**config.mk**
```make
export PLATFORM = sky130hd
export DESIGN_NAME = stage_sequencer
export DESIGN_NICKNAME = d
export VERILOG_FILES = /design/src/rtl/stage_sequencer_pkg.sv /design/src/rtl/stage_sequencer_mem_wait_timer.sv /design/src/rtl/stage_sequencer.sv
export SDC_FILE = /design/constraint.sdc
export NUM_CORES = 1
export LEC_CHECK = 0
export CORE_MARGIN = 5
export CORE_UTILIZATION = 49
export DETAILED_ROUTE_END_ITERATION = 7
export GPL_TIMING_DRIVEN = 0
export PLACE_DENSITY = 0.8
export SLEW_MARGIN = 20
export SYNTH_ARGS = -nofsm -noshare
export SYNTH_HDL_FRONTEND = slang
export SYNTH_SLANG_ARGS = --single-unit
```
**constraint.sdc**
```tcl
create_clock -name Clock -period 2.4 [get_ports Clock]
set_input_delay 0.36 -clock Clock [delete_from_list [all_inputs] [get_ports Clock]]
set_output_delay 0.36 -clock Clock [all_outputs]
set_load 0.02 [all_outputs]
```
**src/rtl/stage_sequencer_pkg.sv**
```systemverilog
// Shared constants for the stage sequencer: stage indices, FSM encoding
// and memory-address select encodings.
package stage_sequencer_pkg;

  // Top-level sequencer state
  typedef enum logic [1:0] {
    IDLE  = 2'd0,
    RUN   = 2'd1,
    FAULT = 2'd2
  } seq_state_e;

  // Fixed stage indices at the front of the pipeline walk
  localparam int STG_FETCH  = 0;
  localparam int STG_DECODE = 1;

  // Memory stage index for an n-stage sequencer
  function automatic int stg_mem(input int n);
    return n - 2;
  endfunction

  // WriteBack stage index for an n-stage sequencer
  function automatic int stg_wb(input int n);
    return n - 1;
  endfunction

  // Memory address source select
  localparam logic MA_SEL_PC = 1'b1;
  localparam logic MA_SEL_RZ = 1'b0;

endpackage

```
**src/rtl/stage_sequencer_mem_wait_timer.sv**
```systemverilog
// Memory wait counter. Counts non-stalled wait cycles and flags the wait
// cycle that brings the count up to MEM_TIMEOUT.
module mem_wait_timer #(
  parameter int TO_W        = 4,
  parameter int MEM_TIMEOUT = 15
) (
  input  logic clk_i,
  input  logic rst_ni,
  input  logic clr_i,
  input  logic en_i,
  output logic expired_o
);

  logic [TO_W-1:0] cnt_q;
  logic [TO_W-1:0] cnt_d;

  // Clear has priority; otherwise count enabled wait cycles
  always_comb begin
    cnt_d = cnt_q;
    if (clr_i) begin
      cnt_d = '0;
    end else if (en_i) begin
      cnt_d = cnt_q + TO_W'(1);
    end
  end

  // The MEM_TIMEOUT-th counted wait cycle is the one that expires
  always_comb begin
    expired_o = en_i && (cnt_q == TO_W'(MEM_TIMEOUT - 1));
  end

  // Counter register
  always_ff @(posedge clk_i or negedge rst_ni) begin
    if (!rst_ni) begin
      cnt_q <= '0;
    end else begin
      cnt_q <= cnt_d;
    end
  end

endmodule

```
**src/rtl/stage_sequencer.sv**
```systemverilog
// Multicycle stage sequencer: walks an instruction through Fetch, Decode,
// Execute(s), Memory and WriteBack, generating datapath load strobes and
// memory requests. Fetch and Memory stages wait on MFC.
// Handshake: a memory request (MEM_Read/MEM_Write) is held while the stage
// waits; the stage completes in the first non-stalled cycle with MFC=1.
module stage_sequencer
  import stage_sequencer_pkg::*;
#(
  parameter int NUM_STAGES  = 5,
  parameter int STAGE_W     = 3,
  parameter int MEM_TIMEOUT = 15,
  parameter int TO_W        = 4,
  parameter int CNT_W       = 32
) (
  input  logic                  Clock,
  input  logic                  Reset_n,
  input  logic                  Run,
  input  logic                  Stall,
  input  logic                  NOP_FLAG,
  input  logic                  Mem_Access,
  input  logic                  Mem_Write,
  input  logic                  Reg_Write,
  input  logic                  PC_Update_Execute,
  input  logic                  MFC,
  output logic [STAGE_W-1:0]    Stage,
  output logic [NUM_STAGES-1:0] Stage_OneHot,
  output logic                  IR_Enable,
  output logic                  PC_Enable,
  output logic                  RA_Enable,
  output logic                  RB_Enable,
  output logic                  RZ_Enable,
  output logic                  RM_Enable,
  output logic                  RY_Enable,
  output logic                  RF_WRITE,
  output logic                  MEM_Read,
  output logic                  MEM_Write,
  output logic                  MA_Select,
  output logic                  Mem_Wait,
  output logic                  Mem_Timeout,
  output logic                  Instr_Done,
  output logic [CNT_W-1:0]      Instr_Count
);

  localparam logic [STAGE_W-1:0] S_FETCH   = STAGE_W'(STG_FETCH);
  localparam logic [STAGE_W-1:0] S_DECODE  = STAGE_W'(STG_DECODE);
  localparam logic [STAGE_W-1:0] S_LAST_EX = STAGE_W'(NUM_STAGES - 3);
  localparam logic [STAGE_W-1:0] S_MEM     = STAGE_W'(stg_mem(NUM_STAGES));
  localparam logic [STAGE_W-1:0] S_WB      = STAGE_W'(stg_wb(NUM_STAGES));

  seq_state_e         state_q, state_d;
  logic [STAGE_W-1:0] stage_q, stage_d;
  logic [CNT_W-1:0]   count_q, count_d;
  logic               timeout_q, timeout_d;

  logic mem_stage_wait;
  logic advance;
  logic wait_en;
  logic wait_clr;
  logic wait_expired;

  // Wait counter only runs while RUN; any advance or leaving RUN clears it
  assign wait_clr = (state_q != RUN) || advance;

  mem_wait_timer #(
    .TO_W        (TO_W),
    .MEM_TIMEOUT (MEM_TIMEOUT)
  ) u_timer (
    .clk_i     (Clock),
    .rst_ni    (Reset_n),
    .clr_i     (wait_clr),
    .en_i      (wait_en),
    .expired_o (wait_expired)
  );

  // Next-state and strobe generation; strobes fire only in advance cycles
  always_comb begin
    state_d        = state_q;
    stage_d        = stage_q;
    count_d        = count_q;
    timeout_d      = timeout_q;
    mem_stage_wait = 1'b0;
    advance        = 1'b0;
    wait_en        = 1'b0;
    IR_Enable      = 1'b0;
    PC_Enable      = 1'b0;
    RA_Enable      = 1'b0;
    RB_Enable      = 1'b0;
    RZ_Enable      = 1'b0;
    RM_Enable      = 1'b0;
    RY_Enable      = 1'b0;
    RF_WRITE       = 1'b0;
    MEM_Read       = 1'b0;
    MEM_Write      = 1'b0;
    MA_Select      = MA_SEL_PC;
    Mem_Wait       = 1'b0;
    Instr_Done     = 1'b0;

    case (state_q)
      IDLE: begin
        if (Run) begin
          state_d = RUN;
          stage_d = S_FETCH;
        end
      end

      RUN: begin
        mem_stage_wait = (stage_q == S_FETCH) ||
                         ((stage_q == S_MEM) && Mem_Access);
        advance        = !Stall && (!mem_stage_wait || MFC);
        wait_en        = mem_stage_wait && !MFC && !Stall;

        if (stage_q == S_FETCH) begin
          MA_Select = MA_SEL_PC;
          MEM_Read  = 1'b1;
          Mem_Wait  = !MFC;
          if (advance) begin
            IR_Enable = 1'b1;
            PC_Enable = 1'b1;
            stage_d   = S_DECODE;
          end
        end else if (stage_q == S_DECODE) begin
          if (advance) begin
            RA_Enable = 1'b1;
            RB_Enable = 1'b1;
            if (NOP_FLAG) begin
              // NOP retires early and skips the remaining stages
              Instr_Done = 1'b1;
              stage_d    = S_FETCH;
              if (!Run) begin
                state_d = IDLE;
              end
            end else begin
              stage_d = stage_q + STAGE_W'(1);
            end
          end
        end else if (stage_q == S_MEM) begin
          if (Mem_Access) begin
            MA_Select = MA_SEL_RZ;
            MEM_Read  = !Mem_Write;
            MEM_Write = Mem_Write;
            Mem_Wait  = !MFC;
          end
          if (advance) begin
            RY_Enable = 1'b1;
            stage_d   = S_WB;
          end
        end else if (stage_q == S_WB) begin
          if (advance) begin
            RF_WRITE   = Reg_Write;
            Instr_Done = 1'b1;
            count_d    = count_q + CNT_W'(1);
            stage_d    = S_FETCH;
            if (!Run) begin
              state_d = IDLE;
            end
          end
        end else begin
          // Execute stages; only the last one loads results
          if (advance) begin
            if (stage_q == S_LAST_EX) begin
              RZ_Enable = 1'b1;
              RM_Enable = Mem_Write;
              PC_Enable = PC_Update_Execute;
            end
            stage_d = stage_q + STAGE_W'(1);
          end
        end

        // Expiry only happens in a wait cycle, so no strobe is active here
        if (wait_expired) begin
          state_d   = FAULT;
          timeout_d = 1'b1;
        end
      end

      FAULT: begin
        MA_Select = 1'b0;
      end

      default: begin
        state_d = IDLE;
        stage_d = S_FETCH;
      end
    endcase
  end

  // State, stage, retire counter and sticky fault registers
  always_ff @(posedge Clock or negedge Reset_n) begin
    if (!Reset_n) begin
      state_q   <= IDLE;
      stage_q   <= '0;
      count_q   <= '0;
      timeout_q <= 1'b0;
    end else begin
      state_q   <= state_d;
      stage_q   <= stage_d;
      count_q   <= count_d;
      timeout_q <= timeout_d;
    end
  end

  // Status outputs; FAULT forces everything but Mem_Timeout low
  always_comb begin
    Stage        = (state_q == FAULT) ? '0 : stage_q;
    Stage_OneHot = (state_q == RUN) ? (NUM_STAGES'(1) << stage_q) : '0;
    Instr_Count  = (state_q == FAULT) ? '0 : count_q;
    Mem_Timeout  = timeout_q;
  end

endmodule
```
# Word-level counts from Yosys, hierarchy flattened
# Cells that the tools add are included.
[totals]
reg_bits = 42
in_bits = 10
output_inout_bits = 54
wordCells = 142
[op_classes]
addsub = 3
n_eq_ne = 16
shifts = 1
muxes = 94
bitwise_logic = 4
reduce_logical = 19
[op_table]
columns = ["operator", "count"]
rows = [
  ["two-way mux 1 bit", 65],
  ["two-way mux 3 bit", 12],
  ["adder 32 x 1 -> 32 bit, second input constant", 1],
  ["two-way mux 32 bit", 1],
  ["two-way mux 2 bit", 10],
  ["!= test 4 x 3 -> 1 bit, second input constant", 4],
  ["one-hot mux 3 bit (3 select lines)", 1],
  ["two-way mux 4 bit", 2],
  ["AND reduction 8 bit", 1],
  ["equality test 3 x 2 -> 1 bit, second input constant", 2],
  ["one-hot mux 2 bit (3 select lines)", 1],
  ["AND reduction 6 bit", 1],
  ["logical AND 1 bit", 5],
  ["two-way mux 5 bit", 1],
  ["!= test 5 x 4 -> 1 bit, second input constant", 1],
  ["left shift 1 x 3 -> 5 bit, first input constant", 1],
  ["adder 4 x 1 -> 4 bit, second input constant", 1],
  ["equality test 4 bit, second input constant", 1],
  ["zero test 1 bit", 4],
  ["!= test 2 bit, second input constant", 2],
  ["NOT 1 bit", 4],
  ["adder 3 x 1 -> 3 bit, second input constant", 1],
  ["equality test 3 x 1 -> 1 bit, second input constant", 1],
  ["equality test 3 bit, second input constant", 1],
  ["other kinds (11)", 13],
]

# Depth between registers and ports, before layout
# Gate-level depths: netlist of run 1.
[logic_depth]
word_depth = 13
mapped_depth = 8
ltp_nobuf = 7

# By module
# Synthesis of run 1 repeated with hierarchy kept, for this count alone.
[unflattened]
cells_unflattened = 284
hier_area_um2 = 2633.8
[modules_own_cells]
columns = ["mod", "instances", "cells_per_inst", "area_per_inst_um2", "seq_area_each_um2"]
rows = [
  ["stage_sequencer", 1, 264, 2411.1, 950.9],
  ["mem_wait_timer", 1, 20, 222.7, 100.1],
]

# Worst setup path before layout of run 1
# OpenSTA, ideal clock, no wires.
[synth_timing]
path_type = "reg-to-output"
from = "reg stage_q[0]"
to = "out Instr_Done"
arrival_time_ps = 1898
required_time_ps = 2040
path_slack_ps = 142
stages_incl_launch_ff = 8
path_buffers = 1
path_cell_list = "dfrtp_1 > inv_1 > ha_1 > nand2b_1 > clkbuf_1 > a21oi_1 > or2_2 > nor3_1"
[synth_between]
elab_chain_cells = 12
word_cells_on_any_way = 16
cone_classes = "eq/ne (3); mux (7); reduce/logical (6)"
[synth_rtl]
columns = ["item", "line", "text"]
rows = [
  ["start: declaration", "stage_sequencer.sv:51", "logic [STAGE_W-1:0] stage_q, stage_d;"],
  ["start signal: assignment", "stage_sequencer.sv:196", "stage_q <= stage_d;"],
  ["equality test 3 x 2 -> 1 bit", "stage_sequencer.sv:108, stage_sequencer.sv:136", ""],
  ["logical AND 1 bit", "stage_sequencer.sv:108", "((stage_q == S_MEM) && Mem_Access);"],
  ["logical OR 1 bit", "stage_sequencer.sv:107", "mem_stage_wait = (stage_q == S_FETCH) ||"],
  ["zero test 1 bit", "stage_sequencer.sv:109", "advance = !Stall && (!mem_stage_wait || MFC);"],
  ["logical OR 1 bit", "stage_sequencer.sv:109", ""],
  ["logical AND 1 bit", "stage_sequencer.sv:109", ""],
  ["two-way mux 1 bit", "stage_sequencer.sv:148", "if (advance) begin"],
  ["two-way mux 1 bit", "stage_sequencer.sv:147", "end else if (stage_q == S_WB) begin"],
  ["two-way mux 1 bit", "stage_sequencer.sv:136", "end else if (stage_q == S_MEM) begin"],
  ["two-way mux 1 bit", "stage_sequencer.sv:121", "end else if (stage_q == S_DECODE) begin"],
  ["two-way mux 1 bit (*)", "stage_sequencer.sv:112", "if (stage_q == S_FETCH) begin"],
  ["two-way mux 1 bit (*)", "stage_sequencer.sv:98", "case (state_q)"],
  ["end: declaration", "stage_sequencer.sv:40", "output logic Instr_Done,"],
]
# Every way passes the cells marked *; elsewhere a longest branch is shown, timed or not.

# Final worst setup path of run 1
[layout_timing]
from = "reg stage_q[0]"
to = "out RF_WRITE"
[layout_between]
elab_chain_cells = 12
word_cells_on_any_way = 15
cone_classes = "eq/ne (3); mux (6); reduce/logical (6)"
[layout_rtl]
columns = ["item", "line", "text"]
rows = [
  ["equality test 3 x 2 -> 1 bit", "stage_sequencer.sv:108, stage_sequencer.sv:136", ""],
  ["logical AND 1 bit", "stage_sequencer.sv:108", ""],
  ["logical OR 1 bit", "stage_sequencer.sv:107", ""],
  ["zero test 1 bit", "stage_sequencer.sv:109", ""],
  ["logical OR 1 bit", "stage_sequencer.sv:109", ""],
  ["logical AND 1 bit", "stage_sequencer.sv:109", ""],
  ["two-way mux 1 bit", "stage_sequencer.sv:148", ""],
  ["two-way mux 1 bit", "stage_sequencer.sv:147", ""],
  ["two-way mux 1 bit", "stage_sequencer.sv:136", ""],
  ["two-way mux 1 bit", "stage_sequencer.sv:121", ""],
  ["two-way mux 1 bit (*)", "stage_sequencer.sv:112", ""],
  ["two-way mux 1 bit (*)", "stage_sequencer.sv:98", ""],
  ["end: declaration", "stage_sequencer.sv:34", "output logic RF_WRITE,"],
]
# Marks and branches as above.

==> qor.csv, run 1 <==
stage,metric,value,unit
logic_synthesis,syn-cell-area,2480,sq um
logic_synthesis,seq_area_frac_synth,0.424,
die,dieHeight,81.1,microns
drt,firstDrtPassIters,4,
cells_and_area,final_core_utilization,0.714,
drt,drt_first_iter_violations,127,
critical_path,setup.worst_path.start,stage_q[0],
die,initial_core_util,0.514,
drt,routed_wl,5900,microns
logic_synthesis,synth_edf_count,0,
job,timing.max_cap.violations,0,
logic_synthesis,synth.avg_cell_area,9.45,sq um
power,powerDensity,736,nW/um^2
critical_path,worstReg2RegStart,stage_q[0],
run_status,outcome,"finished, final reports clean",
cells_and_area,drive_gt1_frac,0.155,
logic_synthesis,ys.flop_type,dfrtp_1,
power,vdd_drop_max,0.442,mV
timing,setup_violations,0,
die,die-area,6570,sq um
critical_path,r2r_setup_slack,170,ps
power,fin_total_pwr,0.00253,W
critical_path,cp_cell_sequence,ha_4 > ha_4 > nand2_4 > a21oi_1 > or2_4 > nor2_4 > and3_1 > buf_4,
cells_and_area,n_antenna_cell,0,
place,port_buffers,63,
place,hpwlAfterDp,4300,microns
global_routing,antenna_found_initial,0,
global_routing,gr-usage-all-layers,0.193,
global_routing,grt_pass1_vias,2059,
die,fp.dieW,81.1,microns
logic_synthesis,synth_common_cells,"dfrtp_1, and2_1, xnor2_1",
critical_path,crit_slowest_cell,dfrtp_2,
timing,finalHoldViolations,0,
critical_path,path_class,reg2out,
place,gp_congestion,0.822,
global_routing,grt_pass1_wl,9780,microns
cells_and_area,n_fill_cell,402,
logic_synthesis,netlist_top_cells_area,"dfrtp_1, and2_1, xnor2_1",
drt,wl_per_cell,14.6,microns
critical_path,cp.arrival,1960,ps
logic_synthesis,synth.most_common_cell,dfrtp_1,
cells_and_area,area.growth.synth_to_final,38.9,%
logic_synthesis,synth.distinct_cells,42,
logic_synthesis,synthArstFlopShare,1.00,
drt,detail-route-antenna-nets,0,
timing,worstMarginPinSlew,604,ps
clock_tree,root_buffer,clkbuf_8,
timing,fin_skew,12.9,ps
clock_tree,clk_path_buf_depth,2,
die,ioPinCount,64,
drt,route.vias.total,2103,
die,core_area,4820,sq um
drt,drc,0,
critical_path,max_stage_delay,460,ps
timing,holdWs,478,ps
global_routing,grt_max_degree,29,
worst_hold_path,hold_class,reg2reg,
clock_tree,clk_latency,300,ps
place,pre_cts_ws,-577,ps
clock_tree,h-tree-depth,2,
critical_path,worstPathRequired,2040,ps
critical_path,end_kind,output pin,
timing,max_freq,432,MHz
clock_tree,tritoncts,done,
logic_synthesis,syn_nets,280,
critical_path,crit_path_start_kind,register,
clock_tree,cts_sinks,42,
logic_synthesis,synth_warnings,0,
global_routing,grt-ovfl-total,0,
power,leakagePower,1.64,nW
critical_path,cp_common_cell,ha_4,
drt,vias_per_cell,5.22,
critical_path,crit_fanout,7,
clock_tree,cts_made_buffers,5,
worst_hold_path,min_from,count_q[31],
logic_synthesis,yosys_register_bits,42,
logic_synthesis,synth_top_area_cell,dfrtp_1,
clock_tree,clk_pin_slew_worst_paths,90,ps
timing,relSlewSlack,0.596,
place,place_area,3210,sq um
cells_and_area,stdcell_area,3440,sq um
cells_and_area,final_nets,353,
timing,min_period_over_period,0.965,
timing,drv_slew,0,
logic_synthesis,synth_top_area_share,0.424,
timing,setup_ws,84.1,ps
die,num_rows,25,
timing,period_needed,2320,ps
logic_synthesis,synthCells,262,
## state kept, by name, summed over array words and instances (netlist names)
signal         flops
count_q           32
u_timer.cnt_q      4
stage_q            3
state_q            2
Mem_Timeout        1
## path summary, 6_finish.rpt
| path | end | cells after the start |
|---|---|---|
| worst max-delay path | RF_WRITE | 8 |
| worst min-delay path | count_q[31] | 1 |
| worst max register to register | count_q[27] | 8 |
| worst min register to register | count_q[31] | 1 |
| max in group asynchronous | u_timer.cnt_q[0] | 3 |
| min in group asynchronous | count_q[24] | 2 |
## final cells by class
class                      count  area [sq um]  area share
buffer                         6          35.0      0.0102
clock buffer                   5          68.8      0.0200
clock inverter                 3          68.8      0.0200
inverter                       9          33.8     0.00983
multi-input combinational    202          1440       0.420
sequential                    42          1050       0.307
tap                           67          83.8      0.0244
timing repair buffer          69           651       0.189
## report_power, final
group | leakage (nW) | internal (W) | switching (W) | total (W)
Clock | 0.0683 | 0.000417 | 0.000255 | 0.000672
Combinational | 1.00 | 0.000443 | 0.000588 | 0.00103
Sequential | 0.568 | 0.000759 | 0.0000684 | 0.000827
## cell families (layout without fill, tap and decap cells)
kind of cell,after synthesis,in the layout,synth area share
flip-flops,42,42,0.424
XOR/XNOR,31,31,0.110
multiplexers,3,3,0.0131
AND/OR/NAND/NOR,136,136,0.316
buffers and inverters,18,92,0.0303
adder cells (fa/ha/maj),8,8,0.0404
AO/OA/AOI/OAI,24,24,0.0662
## placed cells by master (no fill, tap or decap), drive strengths merged, types with 9 or more instances in the layout
cell	synthesis	final
clkdlybuf4s50	0	45
dfrtp	42	42
and2	41	41
xnor2	23	23
nor2	21	21
nand2	19	19
buf	2	16
nand3	12	12
and3	10	10
nand4	10	10
inv	9	9
clkbuf	7	9
## layer usage
| layer | up-vias | global-route usage | wire [microns] |
|---|---|---|---|
| met4 | 0 | 0.0557 | 62 |
| li1 | 1038 | - | - |
| met5 | - | 0 | 0 |
| met2 | 56 | 0.325 | 2900 |
| met1 | 1005 | 0.250 | 2600 |
| met3 | 4 | 0.0432 | 345 |
## repair_timing
action | in CTS | in global routing
hold buffers | 1 | 0
buffers inserted | 3 | 1
pin swaps | 1 | 1
gates resized for setup | 55 | 23
hold endpoints to repair | 14 | 0
setup endpoints to repair | 54 | 37
## stage by stage
step           setup TNS [ps]  instances
6_report                    0        403
5_1_grt                 -42.4        403
4_1_cts                 -48.6        402
3_5_place_dp            -3490        393
3_3_place_gp            -5750        392
2_1_floorplan               0        262
## worst max-delay path, delay by kind of cell (launching register included)
family                   cells  cell delay [ps]
AO/OA/AOI/OAI                1               70
flip-flops                   1              460
AND/OR/NAND/NOR              4              600
adder cells (fa/ha/maj)      2              380
buffers and inverters        1              140
No activity file was read; power rests on OpenSTA's default activity.
==> run 2, diff against run 1 <==
--- a/config.mk
+++ b/config.mk
@@ -5,6 +5,7 @@
 export SDC_FILE = /design/constraint.sdc
 export NUM_CORES = 1
 export LEC_CHECK = 0
+export CORE_ASPECT_RATIO = 1.5
 export CORE_MARGIN = 5
 export CORE_UTILIZATION = 49
 export DETAILED_ROUTE_END_ITERATION = 7
==> run 2 against run 1 <==
Compared with the run above: sequential power down 1%; register-to-register slack better by 30 ps; setup slack about the same; total power down 7.1%; count of clock-buffer cells in the layout up 2.
==> qor.csv, run 2 (synthesis results as in run 1) <==
stage,metric,value,unit,change
timing,setup_tns,0,ps,unchanged
critical_path,crit_path_start_kind,register,,
cells_and_area,largest_reg_flops,32,,unchanged
timing,rsz0062_at_grt,yes,,
critical_path,max_stage_delay,450,ps,about the same
place,gp_congestion,0.888,,+8.1%
cells_and_area,n_antenna_cell,0,,unchanged
worst_hold_path,min_from,count_q[31],,
clock_tree,cts_made_buffers,5,,unchanged
global_routing,gr-usage-all-layers,0.189,,-0.00418
global_routing,grt-ovfl-total,0,,unchanged
timing,fin_skew,11.4,ps,-1.59 ps
critical_path,crit_cells,8,,unchanged
drt,wl_per_cell,14.3,microns,-2.0%
die,num_rows,31,,+24%
drt,routed_wl,5780,microns,-2.0%
cells_and_area,final_common_cell,clkdlybuf4s50_1,,
global_routing,grt_max_degree,30,,+3.4%
die,core_area,4890,sq um,+1.5%
critical_path,r2r_cells,7,,-1
timing,max_freq,432,MHz,about the same
clock_tree,cts_sinks,42,,unchanged
timing,relSlewSlack,0.555,,-0.0407
cells_and_area,layout_common_cells,"clkdlybuf4s50_1, and2_1, dfrtp_1, xnor2_1, nor2_1",,
cells_and_area,drive_gt1_frac,0.139,,-0.0153
timing,period_needed,2320,ps,-0.471 ps
clock_tree,h-tree-depth,2,,unchanged
cells_and_area,final_nets,354,,+0.28%
cells_and_area,reg.largest.list,"count_q: 32 flops, u_timer.cnt_q: 4 flops, stage_q: 3 flops",,
critical_path,crit_slowest_cell,dfrtp_2,,
place,port_buffers,63,,unchanged
critical_path,cp.buffers_inverters,1,,unchanged
drt,route.vias.total,2121,,+0.86%
die,fp.dieW,68.0,microns,-16%
clock_tree,tritoncts,done,,
critical_path,r2r_setup_slack,200,ps,+30 ps
cells_and_area,area.growth.synth_to_final,36.9,%,
timing,worstMarginPinSlew,651,ps,+46.5 ps
place,place_area,3200,sq um,about the same
clock_tree,clk_latency,290,ps,about the same
power,leakagePower,1.62,nW,-1.0%
critical_path,worstReg2RegStart,stage_q[0],,
global_routing,antenna_found_initial,0,,unchanged
place,pre_cts_ws,-518,ps,+58.6 ps
power,vdd_drop_max,0.391,mV,-12%
job,timing.max_cap.violations,0,,unchanged
critical_path,cp.arrival,1960,ps,about the same
die,dieHeight,97.1,microns,+20%
clock_tree,clk_pin_slew_worst_paths,80,ps,about the same
critical_path,path_delay_family,simple AND/OR/NAND/NOR gates,,
global_routing,grt_pass1_vias,2147,,+4.3%
critical_path,worstPathRequired,2040,ps,about the same
critical_path,end_kind,output pin,,
timing,setup_violations,0,,unchanged
die,die-area,6600,sq um,+0.45%
place,hpwlAfterDp,4270,microns,-0.58%
cells_and_area,n_fill_cell,403,,+0.25%
drt,drc,0,,unchanged
clock_tree,clk_path_buf_depth,2,,unchanged
drt,detail-route-antenna-nets,0,,unchanged
drt,firstDrtPassIters,4,,unchanged
timing,min_period_over_period,0.965,,about the same
clock_tree,root_buffer,clkbuf_8,,
drt,drt_first_iter_violations,128,,+0.79%
cells_and_area,stdcell_area,3390,sq um,-1.4%
worst_hold_path,hold_class,reg2reg,,
critical_path,path_class,reg2out,,
critical_path,timing.rr.end,count_q[14],,
critical_path,crit_fanout,7,,unchanged
timing,finalHoldViolations,0,,unchanged
drt,vias_per_cell,5.26,,+0.86%
timing,drv_slew,0,,unchanged
worst_hold_path,min_to,count_q[31],,
run_status,outcome,"finished, final reports clean",,
timing,setup_ws,84.6,ps,+0.471 ps
power,powerDensity,693,nW/um^2,-5.8%
die,initial_core_util,0.507,,-0.00737
cells_and_area,top_register,count_q,,
worst_hold_path,min_delay_path_depth,1,,unchanged
die,ioPinCount,64,,unchanged
critical_path,cp_cell_sequence,ha_2 > ha_4 > nand2_2 > a21oi_1 > or2_4 > nor2_4 > and3_1 > buf_4,,
global_routing,grt_pass1_wl,9780,microns,unchanged
==> run 2: through the flow <==
stage	hold slack [ps]	cells	utilization	total power, W
2_1_floorplan	64.4	262	-	0.00140
3_3_place_gp	452	391	0.653	0.00175
3_5_place_dp	286	392	0.656	0.00177
4_1_cts	474	401	0.686	0.00234
5_1_grt	505	403	0.694	0.00250
6_report	470	403	0.694	0.00235
==> run 2: per-layer routing <==
layer / track usage / vias to the layer above / wire [microns]
li1: - / 1038 / -
met1: 0.229 / 1011 / 2330
met2: 0.314 / 65 / 2940
met3: 0.0498 / 7 / 398
met4: 0.0674 / 0 / 108
met5: 0 / - / 0
==> run 2: area by class of cell <==
| type | instances | area (sq um) | area share |
|---|---|---|---|
| Buffer | 6 | 37.5 | 0.0111 |
| Clock buffer | 7 | 76.3 | 0.0225 |
| Clock inverter | 1 | 30.0 | 0.00886 |
| Inverter | 9 | 33.8 | 0.00996 |
| Multi-Input combinational cell | 202 | 1420 | 0.418 |
| Sequential cell | 42 | 1050 | 0.311 |
| Tap cell | 66 | 82.6 | 0.0244 |
| Timing Repair Buffer | 70 | 659 | 0.194 |
==> run 2: repair_timing <==
action,in CTS,in global routing
pin swaps,2,1
setup endpoints to repair,53,26
hold buffers,1,0
endpoints found under the hold margin,13,0
gates resized for setup,49,22
cloned,0,0
buffers inserted,3,2
==> run 2: worst max-delay path by stage <==
stage,startpoint,end,slack (ps)
finish,stage_q[0],RF_WRITE,80
floorplan,stage_q[0],Instr_Done,140
global route,stage_q[0],RF_WRITE,-5
CTS,state_q[1],Stage_OneHot[0],6
global placement,stage_q[0],RF_WRITE,-480
detailed placement,stage_q[0],RF_WRITE,-520
==> run 2: power breakdown <==
| part | total [W] | switching, W | internal, W |
|---|---|---|---|
| logic | 0.000991 | 0.000563 | 0.000429 |
| registers | 0.000817 | 0.0000596 | 0.000758 |
| clock network | 0.000541 | 0.000230 | 0.000311 |
| total | 0.00235 | 0.000852 | 0.00150 |
==> run 3, diff against run 2 <==
--- a/config.mk
+++ b/config.mk
@@ -7,11 +7,14 @@
 export LEC_CHECK = 0
 export CORE_ASPECT_RATIO = 1.5
 export CORE_MARGIN = 5
-export CORE_UTILIZATION = 49
+export CORE_UTILIZATION = 51
+export CTS_BUF_LIST = sky130_fd_sc_hd__clkbuf_2
 export DETAILED_ROUTE_END_ITERATION = 7
 export GPL_TIMING_DRIVEN = 0
-export PLACE_DENSITY = 0.8
+export PLACE_DENSITY = 0.83
+export SKIP_CTS_REPAIR_TIMING = 1
 export SLEW_MARGIN = 20
 export SYNTH_ARGS = -nofsm -noshare
 export SYNTH_HDL_FRONTEND = slang
 export SYNTH_SLANG_ARGS = --single-unit
+export TNS_END_PERCENT = 100
==> run 3 against run 2 <==
Compared with the run above: the flow now finishes with violations (setup timing); non-clock buffer count is 9 higher; clock power is 25% lower; first-iteration DRC count is 51% lower; die area is 3.4% lower; flip-flop and latch count stayed put; sequential share of layout area is 1.7 points lower; highest routed layer unchanged; via count is 4.5% higher; largest cell class unchanged; sequential power is 1% higher; routed wire length is 14% higher; combinational power is 22% higher.
==> qor.csv, run 3 (synthesis results as in run 1) <==
stage,metric,value,unit,change
die,core_area,4770,sq um,-2.4%
place,hpwlAfterDp,4540,microns,+6.4%
die,dieHeight,95.3,microns,-1.8%
critical_path,cp_cell_sequence,ha_4 > ha_4 > nand2_4 > a21oi_2 > or2_4 > buf_6 > nor3_4 > buf_6,,
critical_path,timing.rr.end,count_q[19],,
cells_and_area,drive_gt1_frac,0.202,,+0.0628
timing,drv_slew,0,,unchanged
drt,vias_per_cell,5.38,,+2.2%
power,vdd_drop_max,0.552,mV,+41%
timing,setup_violations,4,,+4
critical_path,crit_path_start_kind,register,,
critical_path,cp.arrival,2150,ps,+190 ps
die,fp.dieW,66.9,microns,-1.7%
clock_tree,clk_path_buf_depth,2,,unchanged
global_routing,met1_usage,0.224,,-0.00557
timing,setup_tns,-346,ps,-346 ps
drt,firstDrtPassIters,4,,unchanged
drt,drt_first_iter_violations,63,,-51%
timing,relSlewSlack,0.579,,+0.0241
clock_tree,clk_pin_slew_worst_paths,210,ps,+130 ps
worst_hold_path,hold_class,in2async,,
timing,worstMarginPinSlew,615,ps,-35.3 ps
clock_tree,root_buffer,clkbuf_2,,
global_routing,grt_max_degree,25,,-17%
clock_tree,cts_sinks,42,,unchanged
timing,max_freq,398,MHz,-7.9%
critical_path,end_kind,output pin,,
place,gp_congestion,0.873,,-1.7%
power,leakagePower,2.25,nW,+39%
timing,period_needed,2510,ps,+198 ps
timing,rsz0062_at_grt,yes,,
timing,setup_ws,-113,ps,-198 ps
global_routing,gr-usage-met3,0.0318,,-0.0179
timing,finalHoldViolations,0,,unchanged
place,port_buffers,63,,unchanged
drt,route.vias.total,2216,,+4.5%
global_routing,antenna_found_initial,0,,unchanged
place,place_inst,392,,unchanged
global_routing,grt_pass1_vias,2131,,-0.75%
clock_tree,tritoncts,done,,
global_routing,grt_pass1_wl,9700,microns,-0.85%
run_status,outcome,finished with violations,,
cells_and_area,final_common_cell,and2_1,,
global_routing,grt-ovfl-total,0,,unchanged
cells_and_area,reg.largest.list,"count_q: 32 flops, u_timer.cnt_q: 4 flops, stage_q: 3 flops",,
critical_path,r2r_cells,8,,+1
die,num_rows,31,,unchanged
cells_and_area,final_nets,363,,+2.5%
timing,fin_skew,29.4,ps,+18.0 ps
cells_and_area,largest_reg_flops,32,,unchanged
critical_path,worstPathRequired,2040,ps,about the same
critical_path,r2r_setup_slack,130,ps,-70 ps
cells_and_area,area.growth.synth_to_final,45.1,%,
cells_and_area,layout_common_cells,"and2_1, dfrtp_1, dlymetal6s2s_1, xnor2_1",,
clock_tree,clk_latency,400,ps,+110 ps
clock_tree,cts_made_buffers,5,,unchanged
drt,routed_wl,6580,microns,+14%
global_routing,grt_busiest_layer,met2,,
job,timing.max_cap.violations,0,,unchanged
critical_path,path_class,reg2out,,
die,die-area,6380,sq um,-3.4%
global_routing,gr-usage-met2,0.356,,+0.0424
cells_and_area,n_antenna_cell,0,,unchanged
critical_path,crit_fanout,6,,-1
die,initial_core_util,0.519,,+0.0124
run_status,violations,setup timing,,
die,ioPinCount,64,,unchanged
timing,min_period_over_period,1.05,,+0.0825
critical_path,max_stage_delay,510,ps,+60 ps
power,powerDensity,681,nW/um^2,-1.7%
critical_path,worstReg2RegStart,stage_q[0],,
cells_and_area,instances_no_fill,412,,+2.2%
cells_and_area,top_register,count_q,,
drt,drc,0,,unchanged
global_routing,gr-usage-all-layers,0.195,,+0.00573
drt,detail-route-antenna-nets,0,,unchanged
drt,wl_per_cell,16.0,microns,+11%
critical_path,crit_slowest_cell,dfrtp_2,,
clock_tree,h-tree-depth,2,,unchanged
run 3: changes by cell type in the layout (fill, tap and decap cells not counted), moves of 2 or more:
cell / change
clkdlybuf4s50_1: -29
buf_2: -3
dlymetal6s2s_1: +33
nor2_2: +3
clkbuf_2: +6
clkbuf_1: -2
clkbuf_8: -5
nor2_1: -3
buf_6: +4
dlygate4sd2_1: -5
buf_4: +10
run 3: area by class of cell:
class                      count  area, sq um
multi-input combinational    202         1470
fill                         331         1180
sequential                    42         1050
timing repair buffer          79          846
tap                           66         82.6
buffer                         6         37.5
clock buffer                   7         35.0
inverter                       9         33.8
clock inverter                 1         30.0
run 3: through the flow:
stage          hold WS [ps]  power (W)  cell area [sq um]  utilization  setup WS, ps
6_report                422    0.00245               3590        0.753          -113
5_1_grt                 429    0.00257               3590        0.753          -206
4_1_cts                -127    0.00220               3280        0.687         -1090
3_5_place_dp            344    0.00179               3210        0.673          -593
3_3_place_gp            451    0.00176               3190        0.669          -505
2_1_floorplan          64.4    0.00140               2480            -           142
run 3: worst max-delay path by stage:
stage                    start         end  slack, ps  cells past startpoint
finish              stage_q[0]   IR_Enable       -110                      8
global route        stage_q[0]   IR_Enable       -210                      8
CTS                 stage_q[0]    RF_WRITE      -1090                      9
detailed placement  stage_q[0]    RF_WRITE       -590                      9
global placement    stage_q[0]    RF_WRITE       -500                      9
floorplan           stage_q[0]  Instr_Done        140                      7
run 3: where the power goes:
part	leakage (nW)	internal [W]	switching, W
clock	0.0432	0.000186	0.000220
combinational	1.63	0.000562	0.000652
sequential	0.568	0.000759	0.0000687
total	2.25	0.00151	0.000940
run 3: worst max-delay path, delay by kind of cell, from the launching register on:
family / cells / cell delay (ps)
AND/OR/NAND/NOR: 3 / 540
adder cells (fa/ha/maj): 2 / 360
flip-flops: 1 / 510
AO/OA/AOI/OAI: 1 / 70
buffers and inverters: 2 / 270
run 3: routing by layer:
layer | vias to the layer above | share of wire
li1 | 1058 | -
met1 | 1074 | 0.39
met2 | 70 | 0.53
met3 | 14 | 0.052
met4 | 0 | 0.027
met5 | - | 0
